`config.mk`:
```
export PLATFORM = sky130hd
export DESIGN_NAME = uart_rx_engine
export DESIGN_NICKNAME = d
export VERILOG_FILES = /design/src/rtl/uart_pkg.sv /design/src/rtl/uart_sync.sv /design/src/rtl/uart_rx_engine.sv
export SDC_FILE = /design/constraint.sdc
export NUM_CORES = 1
export LEC_CHECK = 0
export CAP_MARGIN = 20
export CORE_MARGIN = 2
export CORE_UTILIZATION = 56
export DETAILED_ROUTE_END_ITERATION = 8
export GPL_TIMING_DRIVEN = 0
export PLACE_DENSITY = 0.79
export SYNTH_ARGS = -nofsm -noshare
export SYNTH_HDL_FRONTEND = slang
export SYNTH_HIERARCHICAL = 1
export SYNTH_SLANG_ARGS = --single-unit
```
`constraint.sdc`:
```
create_clock -name clk -period 4.3 [get_ports clk]
set_input_delay 0.43 -clock clk [delete_from_list [all_inputs] [get_ports clk]]
set_output_delay 0.43 -clock clk [all_outputs]
set_load 0.01 [all_outputs]
```
`src/rtl/uart_pkg.sv`:
```
// Shared UART definitions: frame state encoding and the parity helper used by
// the rx/tx engines and their benches.
package uart_pkg;

  typedef enum logic [2:0] {
    IDLE   = 3'd0,
    START  = 3'd1,
    DATA   = 3'd2,
    PARITY = 3'd3,
    STOP   = 3'd4,
    BREAK  = 3'd5
  } uart_state_e;

  // Expected parity bit for up to 9 data bits; narrower words are zero-extended,
  // which leaves the XOR unchanged.
  function automatic logic parity_bit(input logic [8:0] data, input logic odd);
    return (^data) ^ odd;
  endfunction

endpackage

```
`src/rtl/uart_sync.sv`:
```
// Multi-stage synchroniser for an asynchronous idle-high line; all stages
// reset to 1 so no spurious falling edge appears coming out of reset.
module uart_sync #(
  parameter int STAGES = 2
) (
  input  logic clk,
  input  logic rst,
  input  logic d_i,
  output logic q_o
);

  logic [STAGES-1:0] sync_q;

  always_ff @(posedge clk or posedge rst) begin
    if (rst) sync_q <= '1;
    else     sync_q <= {sync_q[STAGES-2:0], d_i};
  end

  assign q_o = sync_q[STAGES-1];

endmodule

```
`src/rtl/uart_rx_engine.sv`:
```
// UART receive engine: validated start bit, mid-bit oversampled data, optional
// parity, 1 or 2 stop bits, framing/parity error reporting and break handling.
module uart_rx_engine
  import uart_pkg::*;
#(
  parameter int DATA_BITS   = 8,
  parameter int OVERSAMPLE  = 16,
  parameter int PARITY_EN   = 0,
  parameter int PARITY_ODD  = 0,
  parameter int STOP_BITS   = 1,
  parameter int SYNC_STAGES = 2
) (
  input  logic                 clk,
  input  logic                 rst,
  input  logic                 rx,
  input  logic                 tick,
  output logic [DATA_BITS-1:0] data_out,
  output logic                 valid,
  output logic                 parity_err,
  output logic                 framing_err,
  output logic                 busy,
  output logic                 sample
);

  localparam int TW = $clog2(OVERSAMPLE);
  localparam int BW = $clog2(DATA_BITS + 1);
  localparam logic [TW-1:0] HALF_LAST = TW'(OVERSAMPLE / 2 - 1);
  localparam logic [TW-1:0] OS_LAST   = TW'(OVERSAMPLE - 1);
  localparam logic [BW-1:0] DATA_LAST = BW'(DATA_BITS - 1);
  localparam logic [BW-1:0] STOP_LAST = BW'(STOP_BITS - 1);
  localparam logic          ODD       = (PARITY_ODD != 0);
  localparam bit            HAS_PAR   = (PARITY_EN != 0);

  logic                 rx_s;
  uart_state_e          state_q, state_d;
  logic [TW-1:0]        tick_cnt_q, tick_cnt_d;
  logic [BW-1:0]        bit_cnt_q, bit_cnt_d;
  logic                 par_err_q, par_err_d;
  logic                 frm_err_q, frm_err_d;
  logic [DATA_BITS-1:0] data_q, data_d;
  logic                 perr_q, perr_d;
  logic                 ferr_q, ferr_d;
  logic                 valid_q, valid_d;
  logic                 sample_q, sample_d;
  logic [DATA_BITS-1:0] shift_q;
  logic                 shift_en;

  uart_sync #(.STAGES(SYNC_STAGES)) u_sync (
    .clk (clk),
    .rst (rst),
    .d_i (rx),
    .q_o (rx_s)
  );

  always_comb begin
    state_d    = state_q;
    tick_cnt_d = tick_cnt_q;
    bit_cnt_d  = bit_cnt_q;
    par_err_d  = par_err_q;
    frm_err_d  = frm_err_q;
    data_d     = data_q;
    perr_d     = perr_q;
    ferr_d     = ferr_q;
    valid_d    = 1'b0;
    sample_d   = 1'b0;
    shift_en   = 1'b0;
    if (tick) begin
      tick_cnt_d = tick_cnt_q + 1'b1;
      case (state_q)
        IDLE: begin
          tick_cnt_d = '0;
          if (!rx_s) state_d = START;
        end
        // Start validation is not reported on sample; a high line here is a glitch.
        START: if (tick_cnt_q == HALF_LAST) begin
          tick_cnt_d = '0;
          bit_cnt_d  = '0;
          par_err_d  = 1'b0;
          frm_err_d  = 1'b0;
          state_d    = rx_s ? IDLE : DATA;
        end
        DATA: if (tick_cnt_q == OS_LAST) begin
          tick_cnt_d = '0;
          sample_d   = 1'b1;
          shift_en   = 1'b1;
          bit_cnt_d  = bit_cnt_q + 1'b1;
          if (bit_cnt_q == DATA_LAST) begin
            bit_cnt_d = '0;
            state_d   = HAS_PAR ? PARITY : STOP;
          end
        end
        PARITY: if (tick_cnt_q == OS_LAST) begin
          tick_cnt_d = '0;
          sample_d   = 1'b1;
          par_err_d  = parity_bit(9'(shift_q), ODD) != rx_s;
          state_d    = STOP;
        end
        STOP: if (tick_cnt_q == OS_LAST) begin
          tick_cnt_d = '0;
          sample_d   = 1'b1;
          frm_err_d  = frm_err_q | ~rx_s;
          bit_cnt_d  = bit_cnt_q + 1'b1;
          if (bit_cnt_q == STOP_LAST) begin
            bit_cnt_d = '0;
            valid_d   = 1'b1;
            data_d    = shift_q;
            perr_d    = HAS_PAR ? par_err_q : 1'b0;
            ferr_d    = frm_err_d;
            state_d   = frm_err_d ? BREAK : IDLE;
          end
        end
        // A line held low after a bad stop bit must not be read as new frames.
        BREAK: begin
          tick_cnt_d = '0;
          if (rx_s) state_d = IDLE;
        end
        default: state_d = IDLE;
      endcase
    end
  end

  always_ff @(posedge clk or posedge rst) begin
    if (rst) begin
      state_q    <= IDLE;
      tick_cnt_q <= '0;
      bit_cnt_q  <= '0;
      par_err_q  <= 1'b0;
      frm_err_q  <= 1'b0;
      data_q     <= '0;
      perr_q     <= 1'b0;
      ferr_q     <= 1'b0;
      valid_q    <= 1'b0;
      sample_q   <= 1'b0;
    end else begin
      state_q    <= state_d;
      tick_cnt_q <= tick_cnt_d;
      bit_cnt_q  <= bit_cnt_d;
      par_err_q  <= par_err_d;
      frm_err_q  <= frm_err_d;
      data_q     <= data_d;
      perr_q     <= perr_d;
      ferr_q     <= ferr_d;
      valid_q    <= valid_d;
      sample_q   <= sample_d;
    end
  end

  // LSB arrives first, so after DATA_BITS right-shifts it sits at bit 0.
  always_ff @(posedge clk) begin
    if (shift_en) shift_q <= {rx_s, shift_q[DATA_BITS-1:1]};
  end

  assign data_out    = data_q;
  assign valid       = valid_q;
  assign parity_err  = perr_q;
  assign framing_err = ferr_q;
  assign sample      = sample_q;
  assign busy        = (state_q != IDLE);

endmodule
```
Word-level counts from Yosys, hierarchy flattened. Cells that the tools add are included.

Add/sub/neg operators: 2. Equality and inequality tests: 16. Mux-type cells: 32. Bitwise gates (word level): 2. Reductions and logical operators: 11.

Operators with widths (number): $mux 4 (7); $mux 3 (9); $pmux 4 s3 (2); $pmux 3 s6 (1); $ne 2x2->1 const B (7); $mux 1 (11); $reduce_and 9->1 (1); $add 4x1->4 const B (2); $eq 4x3->1 const B (2); $reduce_and 4->1 (2); $eq 3x2->1 const B (2); $eq 3x3->1 const B (2); $reduce_bool 3->1 (2); $reduce_and 5->1 (1); $eq 4x4->1 const B (1); $logic_not 4->1 (1); $eq 3x1->1 const B (1); $logic_not 3->1 (1); $reduce_or 3->1 (1); $mux 2 (1); $ne 2x1->1 const B (1); $pmux 1 s2 (1); $reduce_bool 2->1 (1); $reduce_or 2->1 (1); other kinds (2) (2).

Flip-flop bits (word level): 33. Input port bits: 4. Output and inout bits: 13. Logic and storage cells: 73.

Longest topological paths before layout. Gate-level depths: netlist (run 1).

Depth after elaboration: 6. Mapped depth: 7.

By module. The synthesis (run 1) kept the hierarchy.

By module, submodules not included: uart_rx_engine (instances 1, cells an instance 135, area an instance 1470.2 µm², seq. area each 815.8 µm²); uart_sync (instances 1, cells an instance 3, area an instance 56.3 µm², seq. area each 52.6 µm²).

Worst setup path before layout (run 1). Ideal clock, no wire load.

Path kind: register -> register. From: register state_q[1]. To: register shift_q[0] (enable). Arrival time: 1.479 ns. Required time: 3.917 ns. Setup slack: 2.438 ns. Cell stages (with the launch flop): 4. Path buffers: 1. Period minus slack after synthesis: 1.862 ns. Path through: dfrtp_1 -> clkbuf_1 -> nand2b_1 -> nor3_1.

Cells in the longest elaborated chain, start to end: 3.

RTL lines: start: declaration (RTL line uart_rx_engine.sv:35) `uart_state_e state_q, state_d;`; start signal: assignment (RTL line uart_rx_engine.sv:135) `state_q <= state_d;`; $eq 3x2->1 (RTL line uart_rx_engine.sv:69) `case (state_q)`; $mux 1 (RTL line uart_rx_engine.sv:69); $mux 1 (RTL line uart_rx_engine.sv:67) `if (tick) begin`; net shift_en (RTL line uart_rx_engine.sv:46) `logic shift_en;`; end signal: assignment (RTL line uart_rx_engine.sv:150) `if (shift_en) shift_q <= {rx_s, shift_q[DATA_BITS-1:1]};`; end: declaration (RTL line uart_rx_engine.sv:45) `logic [DATA_BITS-1:0] shift_q;`.

The timed path passes the listed nets, and every way through them passes these cells. A chain may end at the register's enable or synchronous reset.

Worst setup path in the final report (run 1).
From: register state_q[2]. To: output port busy.

Cells in the longest elaborated chain, start to end: 1.

RTL lines: $reduce_bool 3->1 (RTL line uart_rx_engine.sv:158) `assign busy = (state_q != IDLE);`; end: declaration (RTL line uart_rx_engine.sv:21) `output logic busy,`.

Every way passes these cells.

==> results of run 1 <==
[through the flow]
| step | worst slack, ns | utilization (%) | power (mW) | instance area, µm² | cells |
|---|---|---|---|---|---|
| finish | 1.95 | 69.9 | 0.801 | 1760 | 191 |
| detailed placement | 1.95 | 67.6 | 0.638 | 1700 | 182 |
| global route | 1.86 | 69.9 | 0.857 | 1760 | 191 |
| floorplan | 2.44 | - | 0.576 | 1530 | 138 |
| CTS | 1.94 | 69.7 | 0.804 | 1760 | 190 |
| global placement | 2.08 | 67.6 | 0.625 | 1700 | 182 |
[power by group through the flow]
stage	clock network [mW]	logic [mW]	registers (mW)
floorplan	0	0.197	0.378
global placement	0	0.243	0.382
detailed placement	0	0.253	0.385
CTS	0.171	0.255	0.378
global route	0.184	0.289	0.383
finish	0.166	0.256	0.379
[sequential cells by signal, indices dropped and copies added (netlist names)]
| signal | cells |
|---|---|
| u_sync/sync_q | 2 |
| framing_err | 1 |
| valid | 1 |
| frm_err_q | 1 |
| tick_cnt_q | 4 |
| state_q | 3 |
| bit_cnt_q | 4 |
| sample | 1 |
| shift_q | 8 |
| data_out | 8 |
[final cells by class]
type / count / area (µm²) / area share (%)
well taps: 30 / 37.5 / 2.13
plain buffers: 9 / 41.3 / 2.34
flip-flops and latches: 33 / 868 / 49.2
inverters: 11 / 41.3 / 2.34
clock inverters: 3 / 17.5 / 0.993
multi-input cells: 85 / 576 / 32.6
repair buffers: 15 / 145 / 8.23
clock buffers: 5 / 37.5 / 2.13
[layout by cell type (no fill, tap or decap), drive strengths merged, types with 2 or more instances in the layout]
cell type	n
o21ai	8
and3	2
clkdlybuf4s50	14
o31ai	2
edfxtp	8
dfrtp	23
nand3	5
xor2	2
a21oi	7
buf	4
inv	11
nand3b	2
ha	3
clkbuf	11
nand2b	3
nor3	4
dfstp	2
nand2	10
mux2	10
or3	2
clkinv	3
nor2	5
o22ai	2
nor2b	2
mux2i	3
[worst max-delay path by stage]
stage          startpoint          to  slack, ns  depth (start not counted)
6_report       state_q[2]        busy       1.95                          3
5_1_grt        state_q[2]        busy       1.86                          3
4_1_cts        state_q[2]        busy       1.94                          3
3_5_place_dp   state_q[1]  shift_q[4]       1.95                          3
3_3_place_gp         tick  shift_q[7]       2.08                          3
2_1_floorplan  state_q[1]  shift_q[0]       2.44                          3
[per-layer routing]
| layer | GRT usage (%) | vias up | part of all wire, % |
|---|---|---|---|
| met2 | 28.2 | 22 | 49 |
| li1 | - | 526 | - |
| met4 | 8.16 | 0 | 1.6 |
| met1 | 25.8 | 529 | 46 |
| met5 | 0 | - | 0 |
| met3 | 6.05 | 7 | 4.0 |
[cell families (layout without fill, tap and decap cells)]
group / count (synthesis) / count (layout) / synth area share [%]
simple gates: 40 / 40 / 13.5
flops: 33 / 33 / 56.9
compound gates: 26 / 26 / 10.5
buf+inv: 20 / 43 / 5.41
mux: 13 / 13 / 9.34
fa+ha+maj: 3 / 3 / 2.46
xor+xnor: 2 / 2 / 1.64
other cells: 1 / 1 / 0.246
==> results.yml, run 1 <==
sta:
  finClkSkew_ns: 0.00363
  drv_slew: 0
  min_period_ns: 2.35
  rsz0062_at_grt: "false"
  setup_violations: 0
  slew_headroom_pct: 41.6
  fmax_mhz: 426
  period_share_pct: 54.6
  finalHoldViolCount: 0
  max_slew.worst_pin.slew_ns: 0.875
  fin_hold_ws_ns: 0.368
  fin_tns_setup_ns: 0
power:
  pwr-share-clk_pct: 20.7
  p_leak_nw: 0.783
  irDropWorstVdd_uv: 354
  p_sw_share_pct: 35.2
  pwr-share-comb_pct: 32.0
  power_density_mw_per_mm2: 454
  intPower_uw: 519
  power_frac_seq_pct: 47.3
  p_sw_uw: 282
finish:
  areaGrowthSynthToFinish_pct: 15.6
  nFillCells: 181
  drive_gt1_share_pct: 15.5
  antenna_cells: 0
  nets: 167
floorplan:
  row_count: 18
  start_util_pct: 60.5
  die_h_um: 56.2
  core_area_mm2: 0.00252
  die_w_um: 56.2
  dieArea_mm2: 0.00316
  ios: 17
logic_synthesis:
  ys_ff_latch: 33
  synth.area.top_cells: "dfrtp_1 (38%), edfxtp_1 (16%), mux2_2 (7.4%)"
  synth.distinct_cells: 39
  synth_cells: 138
  synthesis.nets: 145
  synth-seq-area-share_pct: 56.9
  synth_edf_count: 8
  synth_area_leader_cell: "dfrtp_1"
  synthArstFlopShare_pct: 75.8
  yosysMostFrequentCell: "dfrtp_1"
  syn_avg_cell_area_um2: 11.1
  netlist_area_mm2: 0.00153
  yosysWarnings: 6
  synthFlopType: "dfrtp_1"
  yosysTopAreaCellShare_pct: 37.7
  yosys-top-cells-count: "dfrtp_1 (23), inv_1 (11), mux2_2 (10), nand2_1 (10)"
critical_path:
  path_buf_inv: 2
  cp_top_family: "buffers and inverters"
  path_max_fanout: 10
  r2r_cells: 6
  path_class: "register to primary output"
  worstPathCellList: "clkbuf_1 -> or3_1 -> clkdlybuf4s50_1"
  start_kind: "register"
  r2r-end: "data_out[7]"
  cp_slowest_stage_delay_ns: 0.48
  cp.required_ns: 3.87
  reg2reg_slack_ns: 2.23
  endpoint_kind: "primary output"
  slowest_stage: "dfrtp_1"
  crit_arrival_ns: 1.92
  regToRegStartpoint: "state_q[0]"
clocking:
  cts_tree: "yes"
  post_cts_buffers: 0
  htreeDepth: 2
  clk_path_buf_depth: 2
  worstSkewPairLatency_ns: 0.33
  clock-sinks: 33
  cts-root-buf: "clkbuf_4"
  cts_hold_buf: 0
  numCtsBuffers: 5
  ctsResizeCount: 0
  path_clk_slew_ns: 0.10
worst_hold_path:
  min_path_cells: 0
  hp-start: "u_sync/sync_q[0]"
  hp-class: "register to register"
  holdPathEnd: "u_sync/sync_q[1]"
placement:
  numPortBuffers: 14
  hpwl_mm: 1.91
  gp_congestion: 0.776
drt:
  vias: 1084
  drt-vias-per-instance: 5.68
  drt-initial-drc-count: 26
  wl_per_cell_um: 13.7
  drt.antenna.violating_nets: 0
  wl_mm: 2.63
  dr.pass1.iters: 4
  drc_errors: 0
global_route:
  grt_pass1_wl_mm: 4.68
  grt_pass1_vias: 1074
  grt_max_degree: 24
  grt_overflow: 0
  antenna_found_initial: 0
  grt_usage_pct: 19.1
status:
  status: "complete, no violations"
flow_run:
  maxCapViolations: 0
No activity file was read; power rests on OpenSTA's default activity.
==> run 2: changes to the inputs <==
--- a/config.mk
+++ b/config.mk
@@ -7,10 +7,10 @@
 export LEC_CHECK = 0
 export CAP_MARGIN = 20
 export CORE_MARGIN = 2
-export CORE_UTILIZATION = 56
+export CORE_UTILIZATION = 54
 export DETAILED_ROUTE_END_ITERATION = 8
 export GPL_TIMING_DRIVEN = 0
-export PLACE_DENSITY = 0.79
+export PLACE_DENSITY = 0.77
 export SYNTH_ARGS = -nofsm -noshare
 export SYNTH_HDL_FRONTEND = slang
 export SYNTH_HIERARCHICAL = 1
==> constraint.sdc (replaced) <==
create_clock -name clk -period 2.4 [get_ports clk]
set_input_delay 0.24 -clock clk [delete_from_list [all_inputs] [get_ports clk]]
set_output_delay 0.24 -clock clk [all_outputs]
set_load 0.01 [all_outputs]
==> run 2 against run 1 <==
  * Combinational power increased by 78%
  * Largest cell class unchanged
  * Sequential share of layout area shrank 0.96 points
  * Worst setup slack worse by 1.8 ns
==> results.yml, run 2 (same netlist as run 1, synthesis figures left out) <==
status:
  status: "complete, no violations"
critical_path:
  cp_slowest_stage_delay_ns: 0.48
  cp.required_ns: 2.16
  cp_top_family: "buffers and inverters"
  r2r_cells: 4
  path_class: "register to primary output"
  start_kind: "register"
  worstPathCellList: "clkbuf_1 -> or3_1 -> clkdlybuf4s50_1"
  critPathCapture: "busy"
  crit_arrival_ns: 1.96
  r2r-end: "shift_q[5]"
  path_max_fanout: 10
  critPathLaunch: "state_q[2]"
  reg2reg_slack_ns: 0.32
  endpoint_kind: "primary output"
  path_buf_inv: 2
  slowest_stage: "dfrtp_1"
  crit_cells: 3
  regToRegStartpoint: "state_q[1]"
drt:
  drt-initial-drc-count: 34
  wl_per_cell_um: 14.0
  dr.pass1.iters: 4
  drt-vias-per-instance: 5.62
  drt.antenna.violating_nets: 0
  wl_mm: 2.69
  drc_errors: 0
  vias: 1079
power:
  pwr-share-clk_pct: 28.0
  pwr-share-comb_pct: 28.9
  p_total_mw: 1.57
  power_frac_seq_pct: 43.0
  p_leak_nw: 0.794
  intPower_mw: 1.07
  p_sw_share_pct: 32.3
  power_density_mw_per_mm2: 875
  irDropWorstVdd_uv: 581
  p_sw_uw: 508
clocking:
  htreeDepth: 2
  post_cts_buffers: 0
  cts_tree: "yes"
  worstSkewPairLatency_ns: 0.34
  ctsResizeCount: 0
  cts-root-buf: "clkbuf_4"
  clock-sinks: 33
  clk_path_buf_depth: 2
  numCtsBuffers: 5
  cts_hold_buf: 0
  path_clk_slew_ns: 0.10
finish:
  final_common_cell: "dfrtp_1"
  nets: 167
  areaGrowthSynthToFinish_pct: 17.9
  antenna_cells: 0
  drive_gt1_share_pct: 16.1
  nFillCells: 220
  seq_area_um2: 868
  final_cell_mix: "dfrtp_1 (23), clkdlybuf4s50_1 (14), inv_1 (11)"
  multi_input_area_um2: 576
global_route:
  grt_max_degree: 24
  grt_pass1_wl_mm: 4.93
  grt_overflow: 0
  antenna_found_initial: 0
  grt_pass1_vias: 1111
  grt_usage_pct: 20.3
floorplan:
  dieArea_mm2: 0.00327
  ios: 17
  die_h_um: 57.2
  row_count: 19
  core_area_mm2: 0.00271
  start_util_pct: 56.3
  die_w_um: 57.2
sta:
  slew_headroom_pct: 38.4
  finalHoldViolCount: 0
  setup_violations: 0
  drv_slew: 0
  rsz0062_at_grt: "false"
  finClkSkew_ns: 0.00892
  fin_tns_setup_ns: 0
  fmax_mhz: 455
  period_share_pct: 91.6
  min_period_ns: 2.20
  max_slew.worst_pin.slew_ns: 0.924
placement:
  hpwl_mm: 1.93
  numPortBuffers: 14
  gp_congestion: 0.761
worst_hold_path:
  hp-class: "input port to async pin"
flow_run:
  maxCapViolations: 0
## run 2: power groups by stage
stage | combinational, mW | sequential [mW] | clock, mW
floorplan | 0.353 | 0.678 | 0
global placement | 0.431 | 0.686 | 0
detailed placement | 0.455 | 0.690 | 0
CTS | 0.456 | 0.678 | 0.453
global route | 0.520 | 0.687 | 0.479
finish | 0.456 | 0.678 | 0.441
## run 2: layer usage
| layer | track usage (%) | wire (µm) | share of wire [%] | up-vias |
|---|---|---|---|---|
| li1 | - | - | - | 520 |
| met1 | 25.6 | 1140 | 42 | 521 |
| met2 | 31.5 | 1320 | 49 | 31 |
| met3 | 7.94 | 181 | 6.7 | 7 |
| met4 | 8.64 | 50 | 1.9 | 0 |
| met5 | 0 | 0 | 0 | - |
## run 2: per-stage QoR
stage / hold slack (ns) / worst slack, ns / utilization [%] / instance area (µm²) / cells
after floorplan: 0.152 / 0.538 / - / 1530 / 138
after global placement: 0.348 / 0.186 / 62.9 / 1710 / 183
after detailed placement: 0.351 / 0.0616 / 62.9 / 1710 / 183
after CTS: 0.237 / 0.105 / 66.2 / 1790 / 191
after global routing: 0.248 / 0.0956 / 66.4 / 1800 / 192
final: 0.240 / 0.202 / 66.4 / 1800 / 192
## run 2: worst min path at each step
stage                                  end  slack, ns  depth (start not counted)             start
after floorplan           u_sync/sync_q[0]       0.15                          1               rst
after global placement    u_sync/sync_q[1]       0.35                          0  u_sync/sync_q[0]
after detailed placement  u_sync/sync_q[1]       0.35                          0  u_sync/sync_q[0]
after CTS                 u_sync/sync_q[0]       0.24                          2               rst
after global routing      u_sync/sync_q[0]       0.25                          2               rst
final                     u_sync/sync_q[0]       0.24                          2               rst
## run 2: cell type report
cell class / count / area share, %
Sequential cell: 33 / 48.3
Buffer: 9 / 2.29
Clock inverter: 2 / 2.09
Timing Repair Buffer: 15 / 8.07
Clock buffer: 6 / 2.85
Tap cell: 31 / 2.16
Inverter: 11 / 2.29
Multi-Input combinational cell: 85 / 32.0
## run 2: worst register-to-register path: cells and delay by family, from the launching register on
family,cells,cell delay [ns]
buffers and inverters,2,0.67
AND/OR/NAND/NOR,2,0.69
flip-flops,1,0.44
